===== src/rtl/band_note_enumerator_pkg.sv =====
`default_nettype none
// ---------------------------------------------------------------------------
// band_note_enumerator_pkg : shared band/note widths and enumerator state type
// Rev 1.0
// ---------------------------------------------------------------------------
package band_note_enumerator_pkg;

  localparam int DEF_NUM_BANDS      = 22;
  localparam int DEF_MIDI_NOTES     = 128;
  localparam int DEF_NOTES_PER_BAND = 6;

  // Port widths never collapse to zero, even for degenerate single-entry spaces.
  function automatic int clog2_min1(input int v);
    return (v > 1) ? $clog2(v) : 1;
  endfunction

  localparam int BAND_W = clog2_min1(DEF_NUM_BANDS);
  localparam int NOTE_W = clog2_min1(DEF_MIDI_NOTES);

  typedef enum logic [0:0] {
    ST_IDLE = 1'b0,
    ST_EMIT = 1'b1
  } bne_state_e;

endpackage
`default_nettype wire


===== src/rtl/band_note_enumerator.sv =====
`default_nettype none
// ---------------------------------------------------------------------------
// band_note_enumerator : serially emits every MIDI note belonging to a band
// Rev 1.0
// ---------------------------------------------------------------------------
module band_note_enumerator
  import band_note_enumerator_pkg::*;
#(
  parameter int NUM_BANDS      = DEF_NUM_BANDS,
  parameter int MIDI_NOTES     = DEF_MIDI_NOTES,
  parameter int NOTES_PER_BAND = DEF_NOTES_PER_BAND
) (
  input  logic                             clk,
  input  logic                             rst,
  input  logic                             req_valid,
  output logic                             req_ready,
  input  logic [clog2_min1(NUM_BANDS)-1:0] req_band,
  output logic                             note_valid,
  input  logic                             note_ready,
  output logic [clog2_min1(MIDI_NOTES)-1:0] note,
  output logic                             note_last,
  output logic                             req_err
);

  localparam int NW = clog2_min1(MIDI_NOTES);
  localparam int AW = $clog2(NUM_BANDS*NOTES_PER_BAND + MIDI_NOTES) + 1;
  localparam logic [AW-1:0] TOP_NOTE_A = AW'(MIDI_NOTES - 1);

  bne_state_e    state_q;
  logic [NW-1:0] note_q;
  logic [NW-1:0] end_q;
  logic          valid_q;
  logic          last_q;
  logic          err_q;

  logic [AW-1:0] band_a;
  logic [AW-1:0] start_a;
  logic [AW-1:0] span_end_a;
  logic [AW-1:0] end_a;
  logic          reject;

  // Wide enough that out-of-range bands cannot wrap back into the note space.
  always_comb begin
    band_a     = AW'(req_band);
    start_a    = band_a * AW'(NOTES_PER_BAND);
    span_end_a = (band_a == AW'(NUM_BANDS - 1)) ? TOP_NOTE_A
                                                 : start_a + AW'(NOTES_PER_BAND - 1);
    end_a      = (span_end_a > TOP_NOTE_A) ? TOP_NOTE_A : span_end_a;
    reject     = (band_a >= AW'(NUM_BANDS)) || (start_a >= AW'(MIDI_NOTES));
  end

  always_ff @(posedge clk or posedge rst) begin
    if (rst) begin
      state_q <= ST_IDLE;
      note_q  <= '0;
      end_q   <= '0;
      valid_q <= 1'b0;
      last_q  <= 1'b0;
      err_q   <= 1'b0;
    end else begin
      err_q <= 1'b0;
      case (state_q)
        ST_IDLE: begin
          if (req_valid) begin
            if (reject) begin
              err_q <= 1'b1;
            end else begin
              state_q <= ST_EMIT;
              note_q  <= start_a[NW-1:0];
              end_q   <= end_a[NW-1:0];
              valid_q <= 1'b1;
              last_q  <= (start_a == end_a);
            end
          end
        end
        ST_EMIT: begin
          if (note_ready) begin
            if (last_q) begin
              state_q <= ST_IDLE;
              valid_q <= 1'b0;
              last_q  <= 1'b0;
              note_q  <= '0;
            end else begin
              note_q <= note_q + NW'(1);
              last_q <= ((note_q + NW'(1)) == end_q);
            end
          end
        end
        default: begin
          state_q <= ST_IDLE;
          valid_q <= 1'b0;
          last_q  <= 1'b0;
        end
      endcase
    end
  end

  assign req_ready  = (state_q == ST_IDLE);
  assign note_valid = valid_q;
  assign note       = note_q;
  assign note_last  = last_q;
  assign req_err    = err_q;

endmodule
`default_nettype wire


===== config.mk =====
export PLATFORM = sky130hd
export DESIGN_NAME = band_note_enumerator
export DESIGN_NICKNAME = d
export VERILOG_FILES = /design/src/rtl/band_note_enumerator_pkg.sv /design/src/rtl/band_note_enumerator.sv
export SDC_FILE = /design/constraint.sdc
export NUM_CORES = 1
export LEC_CHECK = 0
export ABC_AREA = 1
export CORE_UTILIZATION = 62
export DETAILED_ROUTE_END_ITERATION = 8
export DONT_BUFFER_PORTS = 1
export HOLD_SLACK_MARGIN = 0.02
export PLACE_DENSITY = 0.78
export SLEW_MARGIN = 20
export SYNTH_ARGS = -nofsm -noshare
export SYNTH_HDL_FRONTEND = slang
export SYNTH_SLANG_ARGS = --single-unit

===== constraint.sdc =====
create_clock -name clk -period 2.47 [get_ports clk]
set_clock_uncertainty 0.2 [all_clocks]
set_input_delay 0.494 -clock clk [delete_from_list [all_inputs] [get_ports clk]]
set_output_delay 0.494 -clock clk [all_outputs]
set_load 0.1 [all_outputs]

==> results of run 1 <==
-- metrics by stage --
stage | total power (W) | cell area [µm²] | hold WS [ps] | std cells
final | 0.00179 | 1600 | 95.8 | 239
after global routing | 0.00190 | 1600 | 86.2 | 239
after CTS | 0.00179 | 1600 | 91.6 | 239
after detailed placement | 0.00160 | 1550 | 278 | 234
after global placement | 0.00157 | 1550 | 274 | 234
after floorplan | 0.00140 | 1440 | 233 | 194
-- sequential cells by signal (all words and copies together), names as in the netlist --
register and cells:
end_q 7, note_valid 1, state_q 1, note_last 1
note 7, req_err 1
-- power by group through the flow --
| stage | clock (W) | combinational (W) | sequential [W] |
|---|---|---|---|
| final | 0.000182 | 0.00110 | 0.000505 |
| after floorplan | 0 | 0.000517 | 0.000880 |
| after global routing | 0.000198 | 0.00118 | 0.000519 |
| after detailed placement | 0 | 0.00109 | 0.000508 |
| after CTS | 0.000184 | 0.00110 | 0.000504 |
| after global placement | 0 | 0.00107 | 0.000501 |
-- worst max path at each step --
stage | start | to | slack [ps]
floorplan | note[0]$_DFFE_PP0P_ | note_last$_DFFE_PP0P_ | 110
global placement | req_band[0] | end_q[5]$_DFFE_PP0P_ | 110
detailed placement | req_band[0] | end_q[6]$_DFFE_PP0P_ | -6
CTS | req_band[0] | end_q[6]$_DFFE_PP0P_ | 300
global route | req_band[0] | end_q[4]$_DFFE_PP0P_ | 160
finish | req_band[0] | end_q[6]$_DFFE_PP0P_ | 260
-- repair_timing --
action,in CTS,in global routing
resized for setup,0,0
endpoints found under the hold margin,18,0
hold buffers,1,0
setup endpoints to repair,0,0
-- cell families (layout without fill, tap and decap cells) --
kind of cell	count (synthesis)	count (layout)	share of synthesized area
compound gates	31	31	0.124
xor+xnor	6	6	0.0365
fa+ha+maj	12	12	0.109
buf+inv	33	50	0.0999
flops	18	18	0.313
simple gates	94	94	0.317
-- synthesized netlist by cell type --
library cell	number	area [µm²]
nor3_2	1	10.0
nor2_1	17	63.8
ha_1	11	138
o21a_1	1	7.51
buf_12	1	20.0
dfrtp_1	18	450
fa_1	1	20.0
nand2_2	2	12.5
nor3_1	1	5.00
nand3b_1	1	7.51
o21ai_2	3	26.3
nand2_1	47	176
nand2_4	3	33.8
xor2_1	5	43.8
nand4_1	2	12.5
o211ai_1	1	7.51
inv_2	1	3.75
buf_4	1	7.51
nand3_1	15	75.1
inv_1	30	113
o22ai_1	6	37.5
o21ai_0	6	30.0
a21oi_1	14	70.1
nand3_2	4	40.0
nor2_8	1	20.0
xnor2_1	1	8.76
-- layer usage --
layer,track usage,routed length [µm]
met3,0.0545,138
met5,0,0
met2,0.478,1490
met4,0.0714,40
met1,0.354,1400
-- layout make-up --
| class | count | share of cell area |
|---|---|---|
| multi-input cells | 143 | 0.529 |
| flip-flops and latches | 18 | 0.282 |
| inverters | 31 | 0.0728 |
| repair buffers | 15 | 0.0720 |
| clock buffers | 4 | 0.0227 |
| well taps | 28 | 0.0219 |
-- worst max-delay path: stages --
cell and delay (ps):
ha_1 210, inv_1 80, fa_1 430, inv_1 70, ha_1 150, inv_1 40
nor2_1 140, nand3_1 120, nand2_1 80, inv_1 40, nand2_1 60, nand3_2 140
a21oi_1 180
==> results.toml, run 1 <==
[pwr]
p_int_w = 0.000792
seq_power_share = 0.282
cellPowerDensity_nw_per_um2 = 1120
netSwitchingFraction = 0.556
p_switching_w = 0.000994
vdd_ir_drop_max_mv = 0.928
clkPwrFrac = 0.102
comb_power_share = 0.616
power_leakage_nw = 0.867

[grt]
grt.total_usage = 0.278
grt_pass1_wl_mm = 5.33
gr-total-overflow = 0
grt_antenna_before_repair = 0
grt_pass1_vias = 1298
grt_max_degree = 19

[worst_setup_path]
critPathMaxFanout = 6
crit_path_end_kind = "flop"
cp-start-kind = "primary input"
timing.rr.end = "note_last$_DFFE_PP0P_"
worstReg2RegStart = "note[0]$_DFFE_PP0P_"
rrSetupSlack_ps = 590
required_ps = 2490
crit_arrival_ps = 2230
worstRegToRegCells = 9
setup.worst_path.class = "in2reg"

[clock_network]
clkSlewWorstSetupHoldPaths_ps = 100
cts_tree = "built"
cts_num_sinks = 18
cts_root_buf = "clkbuf_4"
cts_max_level = 1
cts_buffers = 3
clock_path_buffers = 2
clock_latency_ps = 290
post_cts_buffers = 0

[routing]
totalWireLength_mm = 3.07
viasPerCell = 5.50
drt_iter0_drc = 28
ant_nets = 0
firstDrtPassIters = 4
drcViolationCount = 0
wl_per_cell_um = 12.8
vias = 1314

[final_layout]
antenna_cells = 0
fin_util = 0.730
nNetsFinal = 233
seqCellArea_um2 = 450
drive_gt1_frac = 0.156
final_cell_mix = "nand2_1, inv_1, dfrtp_1"
multiInputGateArea_um2 = 846
final_common_cell = "nand2_1"
n_fill_cell = 181
area_delta_synth_final_pct = 11.0

[yosys]
synth.cell_area_um2 = 1440
ys_seq_elements = 18
seq_area_frac_synth = 0.313
avgSynthCellArea_um2 = 7.42
synthCells = 194
yosysWarnings = 0
yosysUniqueCellTypes = 26
syn-num-nets = 215

[placed_design]
gp_congestion = 0.878
place_ws_ps = -6.23
port_buffers = 0
dp_hpwl_mm = 2.44

[timing]
max_freq_ghz = 0.453
tns_ps = 0
rsz0062_at_grt = "no"
slew_viol_final = 0
setup_ws_ps = 263
period_needed_ps = 2210
final_hold_viol_count = 0
worst_pin_slew_ps = 688
finalSetupViolCount = 0
max_slew_margin = 0.541
post-route-period-util = 0.894

[die]
design.die.area_um2 = 2520
fp.coreArea_um2 = 2190
num_rows = 17
start_util = 0.657
dieWidth_um = 50.2
pin_count = 20
die_h_um = 50.2

[run_status]
status = "complete, no violations"

[worst_hold_path]
hp-class = "in2reg"
whs_endpoint = "state_q$_DFF_PP0_"
worstHoldStart = "note_ready"
whs_path_depth = 1

[job]
cap_viol_max_count = 0
No activity file was read; power rests on OpenSTA's default activity.
==> run 2: changes to the inputs <==
Settings changed: CAP_MARGIN set to 30.
==> results of run 2 <==
Same layout as run 1: the final DEF is identical, and so are final timing and power.
